File: src/rtl/memory_pkg.sv
// Shared encodings and limits for the memory responder and its RAM.
package memory_pkg;

    localparam int DEF_ADDR_W   = 8;
    localparam int DEF_DATA_W   = 8;
    localparam int READ_LAT_MIN = 1;
    localparam int READ_LAT_MAX = 8;
    // Wide enough to hold READ_LAT_MAX-1 with headroom.
    localparam int CNT_W        = 4;

    typedef enum logic [1:0] {
        IDLE    = 2'd0,
        RD_WAIT = 2'd1,
        RESP    = 2'd2
    } state_t;

    typedef struct packed {
        logic write;
        logic err;
    } txn_flags_t;

    function automatic bit read_lat_ok(input int lat);
        return (lat >= READ_LAT_MIN) && (lat <= READ_LAT_MAX);
    endfunction

endpackage

File: src/rtl/memory_responder_ram_sp.sv
// Single-port synchronous RAM: write-enable, registered read, no reset on contents.
module ram_sp #(
    parameter int DEPTH  = 256,
    parameter int DATA_W = 8,
    parameter int AW     = 8
) (
    input  logic              clock,
    input  logic              we,
    input  logic              re,
    input  logic [AW-1:0]     addr,
    input  logic [DATA_W-1:0] wdata,
    output logic [DATA_W-1:0] rdata
);

    logic [DATA_W-1:0] mem [DEPTH];

    always_ff @(posedge clock) begin
        if (we) mem[addr] <= wdata;
        // Read register only updates when asked, so it holds through a stalled response.
        if (re) rdata <= mem[addr];
    end

endmodule

File: src/rtl/memory_responder.sv
// Memory-side responder: one transaction in flight, configurable read latency,
// out-of-range accesses answered with rsp_err and zero data.
module memory_responder
    import memory_pkg::*;
#(
    parameter int ADDR_W   = DEF_ADDR_W,
    parameter int DATA_W   = DEF_DATA_W,
    parameter int DEPTH    = 256,
    parameter int READ_LAT = 2
) (
    input  logic              clock,
    input  logic              reset,
    input  logic              req_valid,
    output logic              req_ready,
    input  logic              req_write,
    input  logic [ADDR_W-1:0] req_addr,
    input  logic [DATA_W-1:0] req_wdata,
    output logic              rsp_valid,
    input  logic              rsp_ready,
    output logic [DATA_W-1:0] rsp_rdata,
    output logic              rsp_err,
    output logic              busy
);

    localparam int              RAM_AW   = (DEPTH > 1) ? $clog2(DEPTH) : 1;
    localparam logic [ADDR_W:0] DEPTH_L  = (ADDR_W + 1)'(DEPTH);
    localparam logic [CNT_W-1:0] LAT_LOAD = CNT_W'(READ_LAT - 1);
    localparam bit              LAT_OK   = read_lat_ok(READ_LAT);

    state_t            state_q, state_d;
    logic [CNT_W-1:0]  cnt_q, cnt_d;
    logic [ADDR_W-1:0] addr_q;
    txn_flags_t        flags_q, flags_d;

    logic              accept;
    logic              req_err;
    logic              ram_we, ram_re;
    logic [ADDR_W-1:0] ram_addr;
    logic [DATA_W-1:0] ram_q;

    assign accept  = req_valid && (state_q == IDLE);
    // Extra bit keeps the compare correct when DEPTH == 2**ADDR_W.
    assign req_err = ({1'b0, req_addr} >= DEPTH_L);

    always_comb begin
        state_d  = state_q;
        cnt_d    = cnt_q;
        flags_d  = flags_q;
        ram_we   = 1'b0;
        ram_re   = 1'b0;
        ram_addr = addr_q;
        unique case (state_q)
            IDLE: begin
                ram_addr = req_addr;
                if (accept) begin
                    flags_d = '{write: req_write, err: req_err};
                    if (req_write) begin
                        ram_we  = !req_err;
                        state_d = RESP;
                    end else if (READ_LAT <= 1 || !LAT_OK) begin
                        ram_re  = !req_err;
                        state_d = RESP;
                    end else begin
                        cnt_d   = LAT_LOAD;
                        state_d = RD_WAIT;
                    end
                end
            end
            RD_WAIT: begin
                cnt_d = cnt_q - 1'b1;
                if (cnt_q == 1) begin
                    ram_re  = !flags_q.err;
                    state_d = RESP;
                end
            end
            RESP: begin
                if (rsp_ready) begin
                    flags_d = '0;
                    state_d = IDLE;
                end
            end
            default: state_d = IDLE;
        endcase
    end

    always_ff @(posedge clock or negedge reset) begin
        if (!reset) begin
            state_q <= IDLE;
            cnt_q   <= '0;
            flags_q <= '0;
            addr_q  <= '0;
        end else begin
            state_q <= state_d;
            cnt_q   <= cnt_d;
            flags_q <= flags_d;
            if (accept) addr_q <= req_addr;
        end
    end

    ram_sp #(
        .DEPTH (DEPTH),
        .DATA_W(DATA_W),
        .AW    (RAM_AW)
    ) u_ram (
        .clock(clock),
        .we   (ram_we),
        .re   (ram_re),
        .addr (ram_addr[RAM_AW-1:0]),
        .wdata(req_wdata),
        .rdata(ram_q)
    );

    // Address bits above the RAM index only feed the range check.
    generate
        if (RAM_AW < ADDR_W) begin : g_addr_hi
            logic unused_addr_hi;
            assign unused_addr_hi = ^ram_addr[ADDR_W-1:RAM_AW];
        end
    endgenerate

    assign req_ready = (state_q == IDLE);
    assign rsp_valid = (state_q == RESP);
    assign busy      = (state_q != IDLE);
    assign rsp_err   = rsp_valid && flags_q.err;
    // RAM read register is not reset; mask it so only a good read response exposes it.
    assign rsp_rdata = (rsp_valid && !flags_q.write && !flags_q.err) ? ram_q : '0;

endmodule

File: config.mk
export PLATFORM = sky130hd
export DESIGN_NAME = memory_responder
export DESIGN_NICKNAME = d
export VERILOG_FILES = /design/src/rtl/memory_pkg.sv /design/src/rtl/memory_responder_ram_sp.sv /design/src/rtl/memory_responder.sv
export SDC_FILE = /design/constraint.sdc
export NUM_CORES = 2
export LEC_CHECK = 0
export CAP_MARGIN = 0
export CORE_ASPECT_RATIO = 1.1
export CORE_MARGIN = 5
export CORE_UTILIZATION = 55
export CTS_CLUSTER_DIAMETER = 150
export DETAILED_ROUTE_END_ITERATION = 12
export GPL_TIMING_DRIVEN = 0
export PLACE_DENSITY_LB_ADDON = 0.2
export SKIP_CTS_REPAIR_TIMING = 1
export SYNTH_ARGS = -nofsm -noshare
export SYNTH_HDL_FRONTEND = slang
export SYNTH_SLANG_ARGS = --single-unit
File: constraint.sdc
create_clock -name clock -period 4.15 [get_ports clock]
set_clock_uncertainty 0.05 [all_clocks]
set_input_delay 1.245 -clock clock [delete_from_list [all_inputs] [get_ports clock]]
set_output_delay 1.245 -clock clock [all_outputs]
set_load 0.01 [all_outputs]
# Yosys cells after proc, flatten, opt, wreduce, memory -nomap -nowiden
# Memory sizes are Yosys's and may differ from the RTL's. A register that Yosys moved wholly into a read port is not among the register bits.
# Index checks and enable logic that the tools add are counted.
[word_totals] reg_bits=16 latch_bits=0 ram_bits=2048 romBits=0 inputBits=21 output_inout_bits=12 wordCells=46 memories=1
[mem_list] memory="u_ram.mem" words=256 word_bits=8 rd=1 rd_ports_with_merged_regs=1 write_ports=1 line_no="memory_responder_ram_sp.sv:15" source="logic [DATA_W-1:0] mem [DEPTH];"
[classes] addsub=1 mul=0 div_mod_pow=0 order_cmp=0 n_eq_ne=7 n_shift=0 muxes=19 n_bitwise=0 reduce_logical=13
[op_table] cell="8-bit 2-to-1 mux" n=2
[op_table] cell="2-bit 2-to-1 mux" n=5
[op_table] cell="3-bit AND reduction" n=3
[op_table] cell="4-bit 2-to-1 mux" n=2
[op_table] cell="4-bit case mux with 2 select lines" n=1
[op_table] cell="1-bit 2-to-1 mux" n=7
[op_table] cell="2-bit case mux with 3 select lines" n=1
[op_table] cell="2-bit nonzero test" n=3
[op_table] cell="4-bit by 1-bit == test with 1-bit output, second input constant" n=1
[op_table] cell="1-bit logical AND" n=4
[op_table] cell="2-bit by 1-bit != test with 1-bit output, second input constant" n=2
[op_table] cell="2-bit != test, second input constant" n=2
[op_table] cell="2-bit case mux with 2 select lines" n=1
[op_table] cell="4-bit by 1-bit subtractor with 4-bit output, second input constant" n=1
[op_table] cell="2-bit by 1-bit == test with 1-bit output, second input constant" n=1
[op_table] cell="2-bit == test, second input constant" n=1
[op_table] cell="1-bit zero test" n=2
[op_table] cell="2-bit zero test" n=1

# Logic depth before layout (Yosys ltp)
[logic_depth] ltp_word=6 depth_mapped=13 mapped_depth_nobuf=9

# Modules after synthesis
# Synthesis repeated with hierarchy kept, for this count alone.
[hier_totals] hier_cells=3622 area_unflattened_um2=79510.0
[modules_own_cells] module="ram_sp" n_inst=1 cells_each=3547 area_each_um2=78572.9 seq_area_each_um2=61739.2
[modules_own_cells] module="memory_responder" n_inst=1 cells_each=75 area_each_um2=937.1 seq_area_each_um2=375.4

# Least setup slack after synthesis
# OpenSTA, ideal clock, no wires.
[synth_timing] path_type="input-to-reg" from="in req_addr[0]" to="mem u_ram.mem[130][0], enable pin" setup_time_ns=0.371 arrival_time_ns=3.482 t_required_ns=3.729 setup_slack_ns=0.247 cell_stages=9 n_path_buf=5 cell_sequence="or4b_2 o21ai_4 buf_6 buf_6 buf_4 buf_2 nand4_1 clkbuf_1 nor2_1"
[synth_via] elab_chain_len=1
[synth_lines] element="start: declaration" line_no="memory_responder.sv:16" source="input logic [ADDR_W-1:0] req_addr,"
[synth_lines] element="8-bit 2-to-1 mux" line_no="memory_responder.sv:52" source="unique case (state_q)"
[synth_lines] element="end: declaration" line_no="memory_responder_ram_sp.sv:15"
# No other way between the ends.

# Worst setup path in the final report
[layout_timing] from="in req_addr[5]" to="reg u_ram.rdata[6], read port of u_ram.mem (data pin)"
[layout_via] elab_chain_len=1
[layout_lines] element="8-bit 2-to-1 mux" line_no="memory_responder.sv:52"
[layout_lines] element="end: declaration" line_no="memory_responder_ram_sp.sv:12" source="output logic [DATA_W-1:0] rdata"
# No other way between the ends.
# A chain may end at the register's enable or synchronous reset.

==> impl_summary.md <==
Status
The flow ran to the end, but the final reports show violations. The checks that failed: max-capacitance violations, max-slew violations, negative setup slack.

Global routing
The via count of the first global-routing pass is 43000. The number of antenna violations at the first check in global routing is 7. Entering global routing, the biggest net connects 166 pins.

The first global-routing pass estimated 324000 um of wire. The total overflow left after global routing is 0. The combined global-route utilization of all metal layers is 31.3%.

Clock tree
For the worst-skew pair, the clock arrives at the later sink with an insertion delay of 0.85 ns. TritonCTS built the clock tree. After clock tree synthesis, the clock-pin slew on the worst setup and hold paths is 0.06 ns. The maximum root-to-sink buffer count is 3. The clock drives 2071 sinks. The maximum level of the CTS H-tree is 4. The CTS root buffer is sky130_fd_sc_hd__clkbuf_16.

The number of CTS-inserted buffers is 193.

Placed design
The count of placed standard cells including taps is 6029. The count of port buffers added during placement is 30. At the end of routability-driven placement, the weighted congestion stood at 0.989. The half-perimeter wire length after placement is 156000 um.

Run
The number of max-capacitance violations reported is 3.

Yosys
Sequential elements use 81.0% of the synthesized area. The area share of the leading cell type in the synthesized netlist is 80.5%. Counting flops with an async set or reset pin after synthesis yields a share of 0.724%. After synthesis the cells add up to 76700 um^2. The most used flip-flop cell after synthesis is sky130_fd_sc_hd__edfxtp_1. By count the netlist is led by sky130_fd_sc_hd__edfxtp_1, sky130_fd_sc_hd__a22o_1, sky130_fd_sc_hd__a221oi_1. By area the synthesized netlist is led by sky130_fd_sc_hd__edfxtp_1, sky130_fd_sc_hd__a22o_1, sky130_fd_sc_hd__a221oi_1. The leading cell type by number of instances after synthesis is sky130_fd_sc_hd__edfxtp_1. The number of synthesized register bits is 2071. Synthesis handed over a netlist of 4178 instances. The largest total area in the synthesized netlist belongs to sky130_fd_sc_hd__edfxtp_1. The number of synthesized flops with an enable pin is 2056. The Yosys step of the flow raised 0 warnings. In this run the mean area of a mapped cell was 18.4 um^2.

The unique cell type count in the Yosys netlist is 46. The number of nets handed over by synthesis was 4201.

STA
The final setup violation count is 278. At the pin with the least slew margin, the transition time is 1.75 ns. Setup repair after global routing could not meet its margin everywhere. Once routing completed, OpenROAD measured the worst setup slack at -0.346 ns.

The max-slew violation total from the final report came to 22. The worst path in the final design needs a cycle of 4.50 ns, including I/O delays and setup. The maximum frequency from static timing analysis is 0.222 GHz. The normalized max-slew margin is -16.8%. After layout, the worst path uses 108% of the clock period. The number of endpoints with negative hold slack in the final report is 0. Summed over all failing endpoints, the final setup total negative slack is -14.33 ns.

Critical path
The endpoint class of the critical path is a register. The worst path required time is 4.66 ns. On the critical path, the stage with the largest delay is an instance of sky130_fd_sc_hd__clkdlybuf4s50_1.

The kind of cell adding the most delay to the critical path is simple AND/OR/NAND/NOR gates. Tracing the worst setup path back leads to its startpoint at req_addr[5]. The startpoint identified for the worst register-to-register timing path is state_q[1]$_DFFE_PN0P_. The critical path goes through clkdlybuf4s50_1, nand3b_1, nand2_1, nand2_2, buf_2, o22ai_1, nor4_1, nand2_1, a2111o_1. The worst setup path is of the input port to register kind. The largest stage delay on the critical path is 0.60 ns. The worst setup path is launched from an input port. The flop-to-flop setup slack is -0.23 ns.

At the worst endpoint, the arrival time is 5.01 ns. The maximum fanout along the worst path is 10. The worst path buffer plus inverter count is 2. The most frequent cell on the critical path is sky130_fd_sc_hd__nand2_1.

Layout
After the flow finishes, the layout carries non-filler instances totaling 6481. The area growth from synthesis to layout is 16.1%. Cells fill 64.4% of the core in the end.

The total of fill cells in the finished design is 9248. The net count of the finished layout is 4531. The share of post-route cells with drive strength above 1 is 19.6%.

Drt
The number of design rule violations left after detail routing is 0. The number of violations reported at the end of detailed-routing iteration 0 is 7232. The number of detailed-route iterations in the first pass is 6. The via count is 45700. The number of vias per cell is 7.05. The routed wire length is 238000 um. The final antenna-violating net count is 0.

Dividing the detail-routed wire length by the instance count gives 36.7 um.

Power and ir drop
The static leakage power is 27.5 nW. The ratio of total power to cell area is 671 nW/um^2. The worst-case IR drop observed on VDD is 0.492 mV.

Worst hold path
The path class of the tightest hold or removal check is register to register. The worst hold path begins at cnt_q[1]$_DFFE_PN0P_.

Die
The initial utilization of the core area, before any placement, comes to 55.5%. The total area inside the core boundary comes to 138000 um^2. The standard-cell row count is 143.

The die area is 147000 um^2. 33 I/O pins were placed. The die width is 366 um.

The floorplan step set the die height to 402 um.
-- sequential cells by signal, indices dropped and copies added (netlist names) --
name         count
addr_q           8
cnt_q            4
flags_q          1
state_q          2
u_ram.mem     2048
u_ram.rdata      8
-- path summary, 6_finish.rpt --
path	end	depth (start not counted)
max reg2reg	u_ram.rdata[6]$_DFFE_PP_	11
max	u_ram.rdata[6]$_DFFE_PP_	9
max in group asynchronous	cnt_q[2]$_DFFE_PN0P_	1
min in group asynchronous	addr_q[6]$_DFFE_PN0P_	1
min	cnt_q[1]$_DFFE_PN0P_	2
min reg2reg	cnt_q[1]$_DFFE_PN0P_	2
-- through the flow --
step / hold WS [ns] / worst slack (ns) / cell area [um^2] / power, mW
global route: 0.504 / -0.241 / 89100 / 61.0
detailed placement: 0.451 / -2.86 / 79600 / 41.2
global placement: 0.439 / -6.46 / 79300 / 41.2
floorplan: 0.415 / 0.247 / 76700 / 33.5
CTS: 0.466 / -2.00 / 85800 / 58.4
finish: 0.461 / -0.346 / 89100 / 59.8
-- cell families (layout without fill, tap and decap cells) --
logic type | Yosys count | in the layout | synth area share, %
flops | 2071 | 2071 | 81.0
simple gates | 432 | 432 | 2.52
compound gates | 1336 | 1336 | 14.3
buf+inv | 326 | 816 | 2.00
other cells | 1 | 2 | 0.00489
mux | 10 | 10 | 0.145
fa+ha+maj | 2 | 2 | 0.0326
-- cells in the final DEF, fill, tap and decap left out, types with 5 or more instances in the layout --
cell / instances
sky130_fd_sc_hd__nor2_4: 158
sky130_fd_sc_hd__a2111o_1: 8
sky130_fd_sc_hd__buf_12: 47
sky130_fd_sc_hd__clkbuf_16: 196
sky130_fd_sc_hd__nand3_1: 5
sky130_fd_sc_hd__edfxtp_1: 2056
sky130_fd_sc_hd__buf_16: 8
sky130_fd_sc_hd__dfrtp_1: 15
sky130_fd_sc_hd__a21boi_1: 8
sky130_fd_sc_hd__nand4_1: 16
sky130_fd_sc_hd__nor2_2: 46
sky130_fd_sc_hd__a21oi_1: 10
sky130_fd_sc_hd__buf_1: 10
sky130_fd_sc_hd__nor4_1: 36
sky130_fd_sc_hd__buf_8: 9
sky130_fd_sc_hd__buf_2: 118
sky130_fd_sc_hd__buf_6: 23
sky130_fd_sc_hd__o22ai_1: 234
sky130_fd_sc_hd__clkbuf_4: 10
sky130_fd_sc_hd__nand2_1: 48
sky130_fd_sc_hd__clkinv_4: 5
sky130_fd_sc_hd__o22ai_2: 23
sky130_fd_sc_hd__buf_4: 65
sky130_fd_sc_hd__nor2_1: 58
sky130_fd_sc_hd__bufinv_16: 19
sky130_fd_sc_hd__a221oi_2: 16
sky130_fd_sc_hd__a22o_1: 515
sky130_fd_sc_hd__clkbuf_2: 59
sky130_fd_sc_hd__nand2b_1: 5
sky130_fd_sc_hd__a21oi_2: 7
sky130_fd_sc_hd__clkinv_2: 37
sky130_fd_sc_hd__clkinvlp_4: 5
sky130_fd_sc_hd__a221oi_1: 496
sky130_fd_sc_hd__clkinv_1: 53
sky130_fd_sc_hd__and2_1: 8
sky130_fd_sc_hd__nor4_2: 28
sky130_fd_sc_hd__clkbuf_1: 113
sky130_fd_sc_hd__clkdlybuf4s50_1: 22
sky130_fd_sc_hd__mux2_2: 9
sky130_fd_sc_hd__nand3b_1: 9
-- routing by layer --
metal  wire length, um  part of all wire [%]  vias up  global-route usage [%]
li1                  -                     -    18600                       -
met1             84000                    35    23000                    41.1
met4             17200                   7.2        6                    18.5
met3             29000                    12      671                    8.42
met5                46                 0.019        -                       0
met2            108000                    45     3329                    47.4
-- power breakdown --
group / switching (mW) / total [mW] / internal, mW
sequential: 0.0983 / 23.3 / 23.2
combinational: 13.0 / 18.9 / 5.87
clock: 7.73 / 17.6 / 9.86
-- layout make-up --
class	instances	area, um^2	share of cell area, %
Timing Repair Buffer	135	1880	2.12
Buffer	321	1700	1.91
Inverter	5	26.3	0.0295
Tap cell	1812	2270	2.55
Clock buffer	226	5040	5.66
Sequential cell	2071	62100	69.7
Multi-Input combinational cell	1781	14800	16.7
Clock inverter	129	1180	1.32
Antenna cell	1	2.50	0.00281
-- worst register-to-register path, stage by stage, from the launching register on --
cell and delay (ns):
sky130_fd_sc_hd__dfrtp_1 0.38, sky130_fd_sc_hd__or2_1 0.25, sky130_fd_sc_hd__buf_6 0.16, sky130_fd_sc_hd__buf_4 0.19
sky130_fd_sc_hd__nand3b_1 0.09, sky130_fd_sc_hd__nand2_1 0.36, sky130_fd_sc_hd__nand2_2 0.47, sky130_fd_sc_hd__buf_2 0.46
sky130_fd_sc_hd__o22ai_1 0.28, sky130_fd_sc_hd__nor4_1 0.60, sky130_fd_sc_hd__nand2_1 0.34, sky130_fd_sc_hd__a2111o_1 0.49
Power figures use the tool's default switching activity.
